### src/rtl/forward_control_pkg.sv
// Forwarding select encodings shared with the EX operand multiplexers.
// Optional perf counters in forward_control: FORWARD_PERF_COUNT_EN.
package forward_control_pkg;

    localparam int FWD_CODE_W = 2;

    typedef enum logic [FWD_CODE_W-1:0] {
        NO_FORWARD    = 2'b00,
        EXMEM_FORWARD = 2'b01,
        MEMWB_FORWARD = 2'b10
    } fwd_code_e;

    function automatic logic fwd_used(input logic [FWD_CODE_W-1:0] code);
        return code != NO_FORWARD;
    endfunction

endpackage

### src/rtl/forward_select.sv
// Compares one source register against the EX/MEM destination shadow.
// Returns the forward select and whether the EX producer is a pending load.
module forward_select
    import forward_control_pkg::*;
#(
    parameter int REG_NUM_WIDTH = 5
) (
    input  logic [REG_NUM_WIDTH-1:0] src,
    input  logic                     ex_valid,
    input  logic                     ex_we,
    input  logic                     ex_load,
    input  logic [REG_NUM_WIDTH-1:0] ex_dst,
    input  logic                     mem_valid,
    input  logic                     mem_we,
    input  logic [REG_NUM_WIDTH-1:0] mem_dst,
    output logic [FWD_CODE_W-1:0]    code,
    output logic                     load_hazard
);

    logic live_src;
    logic ex_hit;
    logic mem_hit;

    // r0 is hard-wired zero, so it never creates a dependency
    assign live_src = src != '0;
    assign ex_hit   = ex_valid & ex_we & (ex_dst == src) & live_src;
    assign mem_hit  = mem_valid & mem_we & (mem_dst == src) & live_src;

    assign load_hazard = ex_hit & ex_load;

    always_comb begin
        code = NO_FORWARD;
        if (ex_hit & !ex_load) begin
            code = EXMEM_FORWARD;
        end else if (mem_hit) begin
            code = MEMWB_FORWARD;
        end
    end

endmodule

### src/rtl/forward_control.sv
// Registered forwarding selects and load-use stall beside the ID/EX register.
// Define FORWARD_PERF_COUNT_EN to build the stall/forward counters.
module forward_control
    import forward_control_pkg::*;
#(
    parameter int REG_NUM_WIDTH = 5,
    parameter int COUNT_WIDTH   = 32
) (
    input  logic                     clk,
    input  logic                     rst,
    input  logic                     idValid,
    input  logic [REG_NUM_WIDTH-1:0] idSrcA,
    input  logic [REG_NUM_WIDTH-1:0] idSrcB,
    input  logic [REG_NUM_WIDTH-1:0] idDst,
    input  logic                     idWrEnable,
    input  logic                     idIsLoad,
    input  logic                     memBusy,
    input  logic                     flush,
    output logic [FWD_CODE_W-1:0]    forwardCodeA,
    output logic [FWD_CODE_W-1:0]    forwardCodeB,
    output logic                     stall,
    output logic [COUNT_WIDTH-1:0]   stallCount,
    output logic [COUNT_WIDTH-1:0]   forwardCount
);

    logic                     ex_valid;
    logic                     ex_we;
    logic                     ex_load;
    logic [REG_NUM_WIDTH-1:0] ex_dst;
    logic                     mem_valid;
    logic                     mem_we;
    logic [REG_NUM_WIDTH-1:0] mem_dst;

    logic [FWD_CODE_W-1:0] next_a;
    logic [FWD_CODE_W-1:0] next_b;
    logic                  haz_a;
    logic                  haz_b;
    logic                  advance;
    logic                  load_id;

    forward_select #(.REG_NUM_WIDTH(REG_NUM_WIDTH)) u_sel_a (
        .src        (idSrcA),
        .ex_valid   (ex_valid),
        .ex_we      (ex_we),
        .ex_load    (ex_load),
        .ex_dst     (ex_dst),
        .mem_valid  (mem_valid),
        .mem_we     (mem_we),
        .mem_dst    (mem_dst),
        .code       (next_a),
        .load_hazard(haz_a)
    );

    forward_select #(.REG_NUM_WIDTH(REG_NUM_WIDTH)) u_sel_b (
        .src        (idSrcB),
        .ex_valid   (ex_valid),
        .ex_we      (ex_we),
        .ex_load    (ex_load),
        .ex_dst     (ex_dst),
        .mem_valid  (mem_valid),
        .mem_we     (mem_we),
        .mem_dst    (mem_dst),
        .code       (next_b),
        .load_hazard(haz_b)
    );

    assign stall = idValid & (haz_a | haz_b) & !flush;

    // flush overrides a memory freeze; otherwise memBusy holds everything
    assign advance = flush | !memBusy;
    assign load_id = !flush & idValid & !stall;

    always_ff @(posedge clk or posedge rst) begin
        if (rst) begin
            ex_valid     <= 1'b0;
            ex_we        <= 1'b0;
            ex_load      <= 1'b0;
            ex_dst       <= '0;
            mem_valid    <= 1'b0;
            mem_we       <= 1'b0;
            mem_dst      <= '0;
            forwardCodeA <= NO_FORWARD;
            forwardCodeB <= NO_FORWARD;
        end else if (advance) begin
            mem_valid <= ex_valid;
            mem_we    <= ex_we;
            mem_dst   <= ex_dst;
            if (load_id) begin
                ex_valid     <= 1'b1;
                ex_we        <= idWrEnable;
                ex_load      <= idIsLoad;
                ex_dst       <= idDst;
                forwardCodeA <= next_a;
                forwardCodeB <= next_b;
            end else begin
                ex_valid     <= 1'b0;
                ex_we        <= 1'b0;
                ex_load      <= 1'b0;
                ex_dst       <= '0;
                forwardCodeA <= NO_FORWARD;
                forwardCodeB <= NO_FORWARD;
            end
        end
    end

`ifdef FORWARD_PERF_COUNT_EN
    logic [COUNT_WIDTH-1:0] fwd_inc;

    assign fwd_inc = COUNT_WIDTH'(fwd_used(next_a))
                   + COUNT_WIDTH'(fwd_used(next_b));

    always_ff @(posedge clk or posedge rst) begin
        if (rst) begin
            stallCount   <= '0;
            forwardCount <= '0;
        end else if (advance) begin
            if (stall) begin
                stallCount <= stallCount + 1'b1;
            end
            if (load_id) begin
                forwardCount <= forwardCount + fwd_inc;
            end
        end
    end
`else
    assign stallCount   = '0;
    assign forwardCount = '0;
`endif

endmodule

### config.mk
export PLATFORM = sky130hd
export DESIGN_NAME = forward_control
export DESIGN_NICKNAME = d
export VERILOG_FILES = /design/src/rtl/forward_control_pkg.sv /design/src/rtl/forward_select.sv /design/src/rtl/forward_control.sv
export SDC_FILE = /design/constraint.sdc
export NUM_CORES = 1
export LEC_CHECK = 0
export CAP_MARGIN = 20
export CORE_UTILIZATION = 38
export DETAILED_ROUTE_END_ITERATION = 10
export GPL_TIMING_DRIVEN = 0
export MAX_ROUTING_LAYER = met4
export PLACE_DENSITY = 0.81
export SLEW_MARGIN = 15
export SYNTH_ARGS = -nofsm -noshare
export SYNTH_HDL_FRONTEND = slang
export SYNTH_SLANG_ARGS = --single-unit
### constraint.sdc
create_clock -name clk -period 2.1 [get_ports clk]
set_input_delay 0.21 -clock clk [delete_from_list [all_inputs] [get_ports clk]]
set_output_delay 0.21 -clock clk [all_outputs]
set_load 0.02 [all_outputs]
==> qor.csv, run 1 <==
metric;value;unit
status;finished, violations left;
violated checks;negative setup slack;
Synth Instances;171;
Crit path max-delay family;buffers and inverters;
fraction of layout cells with a size suffix above 1;32.3;%
Final Net Count;292;
Yosys top cell area share;30.8;%
crit path DAT;1.90;ns
Critical Path RT;1.89;ns
vias per inst;3.81;
stages on the worst setup path;7;
DP Worst Slack;-0.707;ns
first-pass GRT wire length;4590;um
Worst Slack Setup Final;-0.0112;ns
RSZ-0062 raised after global routing;yes;
Mean Syn Cell Area;9.13;um^2
Yosys warnings;0;
post-layout util;57.8;%
# port buffers;26;
VDD IR-drop max;248;uV
CTS Sinks;19;
vias in the first global route;1010;
Yosys cell types;27;
slowest CP cell;clkdlybuf4s50_1;
worst setup path end;stall;
beginning of the critical path;idSrcA[3];
Worst Setup Start Kind;primary input;
Seq/Total Area, Yosys;30.4;%
metal3 WL;258;um
Iter 0 DRT Violations;17;
fill cell count;335;
Die Ht;66.1;um
CP Capture Type;output port;
area grow syn2layout;40.7;%
CP bufs+invs;2;
Tmin final;2.11;ns
R2R cell count;6;
clk_skew;0.00109;ns
DP HPWL;2360;um
Register Area;475;um^2
f_max;474;MHz
WHS;0.372;ns
CTS Hold Bufs;0;
CTS tree;yes;
RR Endpoint;ex_we;
Pwr Density;445;nW/um^2
leakage;1.18;nW
WL final;2960;um
CTS clk-pin slew, worst paths;0.07;ns
Max-slew headroom;51.5;%
total power;977;uW
met2 WL;1470;um
row count;22;
DIE AREA;4370;um^2
Clock Latency Late Sink;0.25;ns
total gr overflow;0;
initial core utilization;41.1;%
fin. max-slew vios;0;
total negative slack;-0.0112;ns
Final Hold Fails;0;
Yosys top cell by area;buf_4;
post-detailed-route count of antenna-violating nets;0;
routed length on met1;1200;um
top area cells in the synthesized netlist;buf_4, dfrtp_1, xnor2_1;
crit-path max cell delay;0.54;ns
root buf cell;clkbuf_8;
Core Region;3800;um^2
routed wire length per instance;9.34;um
CTS Buffer Depth;2;
routability congestion estimate;0.827;
#FFs+latches synth;19;
CP Class;in -> out;
vias post-DR;1207;
initial antenna violation count;0;
multi-input logic area;822;um^2
Hold Crit Class;in -> async;
DRC Markers;0;
setup violators final;1;
H-Tree Depth;1;
period utilization;101;%
maximum number of pins on one net before global-route repair;20;
R2R Setup Slk;0.41;ns
max cap viols;0;
Mapped Area;1560;um^2
IO Pins;91;
final antenna diode count;0;
total track usage;14.4;%
worst path cell trace;clkdlybuf4s50_1 -> nor2_1 -> a211oi_2 -> nand4_2 -> a211oi_4 -> nor3b_2 -> buf_4;
worst r2r src;ex_dst[0];
worst slew pin tran;0.727;ns
Top Metal Used;met4;
CTS Buf Count;3;
drt first pass iters;4;
Max FO, Critical Path;3;
die width;66.1;um
==> layer usage <==
layer  track usage, %  vias to the layer above
met3             2.59                        2
met4             5.59                        0
met5                -                        -
li1                 -                      628
met2             24.7                       60
met1             16.6                      517
==> power by group <==
part,internal [mW],switching (mW)
sequential,0.379,0.0141
clock,0.135,0.121
combinational,0.153,0.176
total,0.666,0.311
==> layout by cell type (no fill, tap or decap), drive strengths merged, types with 3 or more instances in the layout <==
master / instances
inv: 3
nand2: 19
dfrtp: 19
xor2: 6
buf: 71
dlygate4sd2: 5
xnor2: 14
o21ai: 11
clkdlybuf4s50: 18
nor3: 3
mux2: 7
clkbuf: 5
nor2: 4
nand3: 4
a211oi: 3
conb: 64
==> stage by stage <==
| stage | cells | cell area, um^2 |
|---|---|---|
| 2_1_floorplan | 234 | 1800 |
| 3_3_place_gp | 308 | 2120 |
| 3_5_place_dp | 308 | 2120 |
| 4_1_cts | 315 | 2180 |
| 5_1_grt | 317 | 2200 |
| 6_report | 317 | 2200 |
==> worst reg2reg max path: stages (launching register included) <==
cell,delay (ns)
dfrtp_1,0.42
xor2_1,0.16
a211oi_2,0.22
nand4_2,0.19
a211oi_4,0.30
buf_4,0.19
o21ai_0,0.09
==> kinds of logic (layout without fill, tap and decap cells) <==
kind of cell	after synthesis	count (layout)	share of synthesized area, %
AND/OR/NAND/NOR	36	36	11.8
AO/OA/AOI/OAI	19	19	9.21
other	1	64	0.240
multiplexers	7	7	5.05
flip-flops	19	19	30.4
XOR/XNOR	20	20	11.2
buffers and inverters	69	104	32.1
==> cells in the mapped netlist <==
cell	number
inv_1	3
a211oi_2	2
nor3_1	3
a22o_1	2
nand2_1	19
a2111oi_0	1
and2_1	1
nand4_1	1
nor3b_2	1
nor2b_1	1
mux2_2	7
nor3b_4	1
a211o_1	1
o21ai_1	1
o21ai_0	10
buf_2	1
a211oi_4	1
nand3_1	4
clkbuf_1	1
xnor2_1	14
dfrtp_1	19
buf_4	64
xor2_1	6
nand4_2	1
o41ai_1	1
nor2_1	4
conb_1	1
==> cell type report <==
class | count | share of cell area, %
Multi-Input combinational cell | 146 | 37.4
Clock buffer | 4 | 2.05
Inverter | 3 | 0.513
Sequential cell | 19 | 21.6
Tap cell | 48 | 2.73
Timing Repair Buffer | 31 | 13.4
Buffer | 66 | 22.3
==> worst min-delay path by stage <==
stage	from	slack, ns	depth (start not counted)	to
2_1_floorplan	rst	0.16	1	ex_dst[0]
3_3_place_gp	forwardCodeA[1]	0.47	2	forwardCodeA[1]
3_5_place_dp	forwardCodeB[1]	0.49	2	forwardCodeB[1]
4_1_cts	rst	0.39	2	ex_dst[1]
5_1_grt	rst	0.45	2	ex_dst[3]
6_report	rst	0.37	2	ex_dst[3]
==> repair_timing <==
item	4_1_cts	5_1_grt
pin swaps	3	2
setup endpoints to repair	1	1
setup buffers	3	2
resized for setup	10	2
==> registers in the layout (all words and copies together) (netlist names) <==
signal        count
ex_dst            5
mem_we            1
forwardCodeA      2
ex_load           1
ex_valid          1
forwardCodeB      2
mem_dst           5
mem_valid         1
ex_we             1
No activity file was read; power rests on OpenSTA's default activity.
==> run 2: changes to the inputs <==
--- a/config.mk
+++ b/config.mk
@@ -8,7 +8,6 @@
 export CAP_MARGIN = 20
 export CORE_UTILIZATION = 38
 export DETAILED_ROUTE_END_ITERATION = 10
-export GPL_TIMING_DRIVEN = 0
 export MAX_ROUTING_LAYER = met4
 export PLACE_DENSITY = 0.81
 export SLEW_MARGIN = 15
==> run 2 against run 1 <==
  * The run now ends clean
  * Sequential power about the same
  * First-iteration DRC count decreased by 53%
  * Count of clock-buffer cells in the layout unchanged
  * Register-to-register slack improved by 0.05 ns
  * Critical endpoint unchanged
==> qor.csv, run 2 (synthesized netlist as in run 1, its figures left out) <==
metric;value;unit;change
largest registers;ex_dst x5, mem_dst x5;;
VDD IR-drop max;346;uV;+39%
GRT met2 Usage;18.6;%;-6.1 points
DRC Markers;0;;unchanged
CP Capture Type;output port;;
multi-input logic area;822;um^2;unchanged
die width;66.1;um;unchanged
total track usage;12.9;%;-1.5 points
Worst Setup Start Kind;flip-flop;;
# port buffers;26;;unchanged
gr busiest metal;met2;;
Core Region;3800;um^2;unchanged
Clock Latency Late Sink;0.26;ns;about the same
switching share of power;33.1;%;+1.3 points
DP Worst Slack;-0.453;ns;+0.254 ns
total gr overflow;0;;unchanged
Final Hold Fails;0;;unchanged
routed wire length per instance;9.86;um;+5.5%
IO Pins;91;;unchanged
clk_skew;0.00293;ns;+0.00184 ns
Tmin final;2.07;ns;-0.0441 ns
Register Area;477;um^2;+0.26%
vias per inst;4.08;;+7.3%
first-pass GRT wire length;4110;um;-11%
CTS Buf Count;3;;unchanged
worst slew pin tran;0.730;ns;+0.00351 ns
row count;22;;unchanged
Iter 0 DRT Violations;8;;-9
worst path cell trace;xor2_1 -> a211oi_2 -> nand4_1 -> a211oi_4 -> nor3b_2 -> buf_4;;
crit path DAT;1.86;ns;-0.04 ns
Final Net Count;238;;-18%
routability congestion estimate;0.885;;+7.1%
f_max;484;MHz;+2.1%
Max FO, Critical Path;2;;-1
maximum number of pins on one net before global-route repair;20;;unchanged
Cell Int Power;602;uW;-9.7%
Critical Path RT;1.89;ns;about the same
Crit path max-delay family;compound AO/OA/AOI/OAI gates;;
WL final;2590;um;-12%
Global Route met1 Usage;17.1;%;+0.55 points
post-layout util;47.5;%;-10 points
Die Ht;66.1;um;unchanged
period utilization;98.4;%;-2.1 points
slowest CP cell;dfrtp_1;;
commonest non-fill, non-tap cell in the layout;conb_1;;
CP Class;reg -> out;;
CP bufs+invs;1;;-1
Pwr Density;499;nW/um^2;+12%
crit-path max cell delay;0.40;ns;-0.14 ns
Seq pwr share;43.6;%;+3.4 points
DIE AREA;4370;um^2;unchanged
initial antenna violation count;0;;unchanged
Clock Power Share;28.7;%;+2.5 points
CTS tree;yes;;
H-Tree Depth;1;;unchanged
CTS Buffer Depth;2;;unchanged
Switch Pwr;298;uW;-4.2%
fill cell count;374;;+12%
commonest non-fill, non-tap cells in the layout;conb_1, clkdlybuf4s50_1, nand2_1;;
CTS clk-pin slew, worst paths;0.07;ns;about the same
initial core utilization;41.1;%;unchanged
WHS;0.374;ns;+0.00211 ns
total negative slack;0;ns;+0.0112 ns
Global Route met3 Usage;2.41;%;-0.17 points
CTS Sinks;19;;unchanged
vias post-DR;1074;;-11%
logic gate share of total power;27.7;%;-5.9 points
Max-slew headroom;51.3;%;-0.23 points
RSZ-0062 raised after global routing;yes;;
DP HPWL;2090;um;-11%
drt first pass iters;4;;unchanged
CTS Hold Bufs;0;;unchanged
Hold Crit Class;in -> async;;
fin. max-slew vios;0;;unchanged
post-detailed-route count of antenna-violating nets;0;;unchanged
status;completed;;
root buf cell;clkbuf_8;;
Worst Slack Setup Final;0.0329;ns;+0.0441 ns
vias in the first global route;909;;-10%
fraction of layout cells with a size suffix above 1;16.3;%;-16 points
area grow syn2layout;15.5;%;
setup violators final;0;;-1
final antenna diode count;0;;unchanged
total power;899;uW;-8.0%
leakage;0.874;nW;-26%
max cap viols;0;;unchanged
run 2: layer usage:
layer  part of all wire, %  vias up  wire length, um
met5                     0        -                0
met3                   7.3        4              190
li1                      -      521                -
met4                   1.9        0               50
met2                    45       59             1180
met1                    45      490             1180
run 2: worst paths after layout:
path,from,end,slack [ns],cells past startpoint
worst max register to register,ex_dst[1],ex_we,0.46,6
max in group asynchronous,rst,ex_dst[2],1.22,2
worst min register to register,forwardCodeA[1],forwardCodeA[1],0.51,2
worst max-delay path,ex_dst[1],stall,0.03,6
min in group clk,idDst[2],ex_dst[2],0.50,3
worst min-delay path,rst,ex_load,0.37,2
run 2: what timing repair did:
item / in CTS / in global routing
endpoints found under the hold margin: 0 / 0
pin swaps: 4 / 1
endpoints found under the setup margin: 1 / 1
buffers inserted: 1 / 0
gates cloned: 0 / 0
resized for setup: 7 / 3
run 2: area by class of cell:
cell class / count / area share (%)
Timing Repair Buffer: 43 / 21.5
Sequential cell: 19 / 26.4
Inverter: 3 / 0.625
Multi-Input combinational cell: 146 / 45.6
Tap cell: 48 / 3.33
Clock buffer: 4 / 2.50
run 2: power groups by stage:
stage                     clock network [mW]  logic (mW)  registers (mW)
after floorplan                            0       0.261           0.396
after global placement                     0       0.246           0.399
after detailed placement                   0       0.248           0.399
after CTS                              0.264       0.249           0.392
after global routing                   0.279       0.272           0.394
final                                  0.258       0.250           0.392
run 2: per-stage QoR:
step                instance area [um^2]  cells
CTS                                 1800    263
global route                        1800    263
detailed placement                  1750    258
floorplan                           1800    234
global placement                    1750    258
finish                              1800    263
run 2: worst register-to-register path, delay by kind of cell, from the launching register on:
family | cells | cell delay (ns)
AOI/OAI and AO/OA | 3 | 0.59
xor gates and xnor gates | 1 | 0.15
and+or+nand+nor | 1 | 0.19
buffers and inverters | 1 | 0.18
DFF | 1 | 0.40
==> run 3: changes to the inputs <==
--- a/config.mk
+++ b/config.mk
@@ -5,11 +5,13 @@
 export SDC_FILE = /design/constraint.sdc
 export NUM_CORES = 1
 export LEC_CHECK = 0
+export ABC_AREA = 1
 export CAP_MARGIN = 20
-export CORE_UTILIZATION = 38
+export CORE_MARGIN = 2
+export CORE_UTILIZATION = 40
 export DETAILED_ROUTE_END_ITERATION = 10
 export MAX_ROUTING_LAYER = met4
-export PLACE_DENSITY = 0.81
+export PLACE_DENSITY = 0.82
 export SLEW_MARGIN = 15
 export SYNTH_ARGS = -nofsm -noshare
 export SYNTH_HDL_FRONTEND = slang
==> run 3 against run 2 <==
  * Cell count up 29%
  * Hold slack better by 0.0029 ns
  * Synthesized cell count rose by 49%
  * Critical path type unchanged
  * Highest routed layer unchanged
==> qor.csv, run 3 <==
metric;value;unit;change
status;completed;;
#FFs+latches synth;19;;unchanged
IO Pins;91;;unchanged
clk_skew;0.00186;ns;-0.00108 ns
Yosys top cell area share;28.9;%;-1.9 points
R2R cell count;9;;+3
maximum number of pins on one net before global-route repair;20;;unchanged
Switch Pwr;311;uW;+4.5%
worst setup path end;stall;;
Seq pwr share;43.6;%;about the same
FFs w/ async S/R, synth;100;%;unchanged
simple-gate share of the synthesized area;28.2;%;+16 points
beginning of the critical path;ex_dst[4];;
total power;895;uW;-0.53%
vias in the first global route;1285;;+41%
root buf cell;clkbuf_8;;
Max-slew headroom;50.2;%;-1.1 points
worst r2r src;ex_dst[4];;
DRC Markers;0;;unchanged
Global Route met3 Usage;2.60;%;+0.18 points
Clock Latency Late Sink;0.26;ns;about the same
switching share of power;34.8;%;+1.7 points
die width;69.0;um;+4.3%
gr busiest metal;met2;;
commonest non-fill, non-tap cells in the layout;nand2_1, conb_1, inv_1;;
routed wire length per instance;9.61;um;-2.5%
Seq/Total Area, Yosys;28.2;%;-2.3 points
Global Route met1 Usage;19.1;%;+2.0 points
Final Net Count;312;;+31%
CTS tree;yes;;
area grow syn2layout;9.71;%;
initial antenna violation count;0;;unchanged
Hold Crit Class;in -> async;;
first-pass GRT wire length;5380;um;+31%
Pwr Density;483;nW/um^2;-3.1%
setup violators final;0;;unchanged
Synth Area in Compound Gates;3.85;%;-5.4 points
RSZ-0062 raised after global routing;no;;
row count;23;;+4.5%
largest family of logic cells by synthesized area;buffers and inverters;;
Yosys cell types;18;;-33%
worst slew pin tran;0.746;ns;+0.0160 ns
fin. max-slew vios;0;;unchanged
top cells by count, synth;nand2_1, buf_4, inv_1;;
Synth Instances;255;;+49%
crit path DAT;1.74;ns;-0.12 ns
initial core utilization;41.9;%;+0.79 points
fill cell count;426;;+14%
Core Region;4030;um^2;+6.1%
RR Endpoint;ex_valid;;
Tmin final;1.95;ns;-0.112 ns
Mean Syn Cell Area;6.62;um^2;-28%
drt first pass iters;4;;unchanged
Yosys warnings;0;;unchanged
routability congestion estimate;0.839;;-5.2%
commonest non-fill, non-tap cell in the layout;nand2_1;;
setup bufs post-CTS;0;;-1
CP Class;reg -> out;;
Final Hold Fails;0;;unchanged
Yosys top cell by area;buf_4;;
Mapped Area;1690;um^2;+8.1%
R2R Setup Slk;0.55;ns;+0.09 ns
CP Capture Type;output port;;
logic gate share of total power;26.9;%;-0.8 points
WL final;3260;um;+26%
Cell Int Power;583;uW;-3.0%
leakage;1.08;nW;+23%
Max FO, Critical Path;5;;+3
top area cells in the synthesized netlist;buf_4, dfrtp_1, nand2_1;;
GRT met2 Usage;26.2;%;+7.6 points
largest registers;ex_dst x5, mem_dst x5;;
vias per inst;4.17;;+2.1%
final antenna diode count;0;;unchanged
multiplexer share of the synthesized area;0;%;-5.0 points
total track usage;15.6;%;+2.7 points
Critical Path RT;1.89;ns;about the same
Worst Slack Setup Final;0.145;ns;+0.112 ns
fraction of layout cells with a size suffix above 1;5.54;%;-11 points
Die Ht;69.0;um;+4.3%
post-detailed-route count of antenna-violating nets;0;;unchanged
CTS Buffer Depth;2;;unchanged
post-synthesis xor/xnor area fraction;2.59;%;-8.6 points
Adder-Cell Fraction of Synth Area;0;%;unchanged
Worst Setup Start Kind;flip-flop;;
EDFF count, synth;0;;unchanged
Post-synth top flop;dfrtp_1;;
vias post-DR;1413;;+32%
CTS Sinks;19;;unchanged
DIE AREA;4760;um^2;+8.8%
CTS Buf Count;3;;unchanged
period utilization;93.1;%;-5.4 points
count leader, synth;nand2_1;;
Clock Power Share;29.5;%;+0.8 points
max cap viols;0;;unchanged
Iter 0 DRT Violations;61;;+53
CTS clk-pin slew, worst paths;0.07;ns;about the same
# port buffers;26;;unchanged
total gr overflow;0;;unchanged
DP HPWL;2610;um;+25%
H-Tree Depth;1;;unchanged
f_max;512;MHz;+5.8%
VDD IR-drop max;298;uV;-14%
DP Worst Slack;-0.0842;ns;+0.368 ns
## run 3: power by group through the flow
stage          clock network, mW  registers (mW)  logic [mW]
2_1_floorplan                  0           0.394       0.260
4_1_cts                    0.268           0.390       0.240
3_5_place_dp                   0           0.397       0.239
5_1_grt                    0.283           0.392       0.272
3_3_place_gp                   0           0.397       0.235
6_report                   0.264           0.390       0.241
## run 3: worst max-delay path, cell delays in order (launching register included)
cell and delay (ns):
dfrtp_1 0.46, xnor2_1 0.20, nand2_1 0.08, nor2_1 0.17
nand2_1 0.07, nand2_1 0.08, nand2_2 0.06, inv_1 0.05
dlygate4sd2_1 0.33
## run 3: what timing repair did
item	in CTS	in global routing
resized for setup	1	0
setup endpoints to repair	1	0
hold buffers	0	0
## run 3: cell families (layout without fill, tap and decap cells)
logic type / Yosys count / count (layout)
simple gates: 118 / 118
buf+inv: 99 / 70
flops: 19 / 19
compound gates: 13 / 13
xor+xnor: 5 / 5
other cells: 1 / 64
## run 3: how the worst min path moves through the flow
| stage | end | cells after the start | slack [ns] |
|---|---|---|---|
| global route | ex_we | 2 | 0.48 |
| global placement | mem_we | 2 | 0.46 |
| detailed placement | ex_load | 2 | 0.47 |
| CTS | ex_dst[4] | 2 | 0.42 |
| floorplan | ex_dst[0] | 1 | 0.16 |
| finish | ex_we | 2 | 0.38 |
## run 3: area by class of cell
type	count	area, um^2	area share (%)
multi-input combinational	200	826	44.6
sequential	19	475	25.7
timing repair buffer	35	327	17.6
inverter	31	116	6.28
tap	50	62.6	3.38
clock buffer	4	45.0	2.43
## run 3: metrics by stage
stage                     std cells  setup TNS, ns  area, um^2  util (%)  hold slack [ns]
after floorplan                 318              0        1920         -            0.161
after global placement          335        -0.0488        1810      44.9            0.456
after detailed placement        335        -0.0842        1810      44.9            0.466
after CTS                       339              0        1850      46.0            0.421
after global routing            339              0        1850      46.0            0.475
final                           339              0        1850      46.0            0.377
## run 3: metal layers
metal | vias to the layer above | routed length, um
li1 | 707 | -
met1 | 643 | 1450
met2 | 58 | 1540
met3 | 5 | 216
met4 | 0 | 46
met5 | - | 0
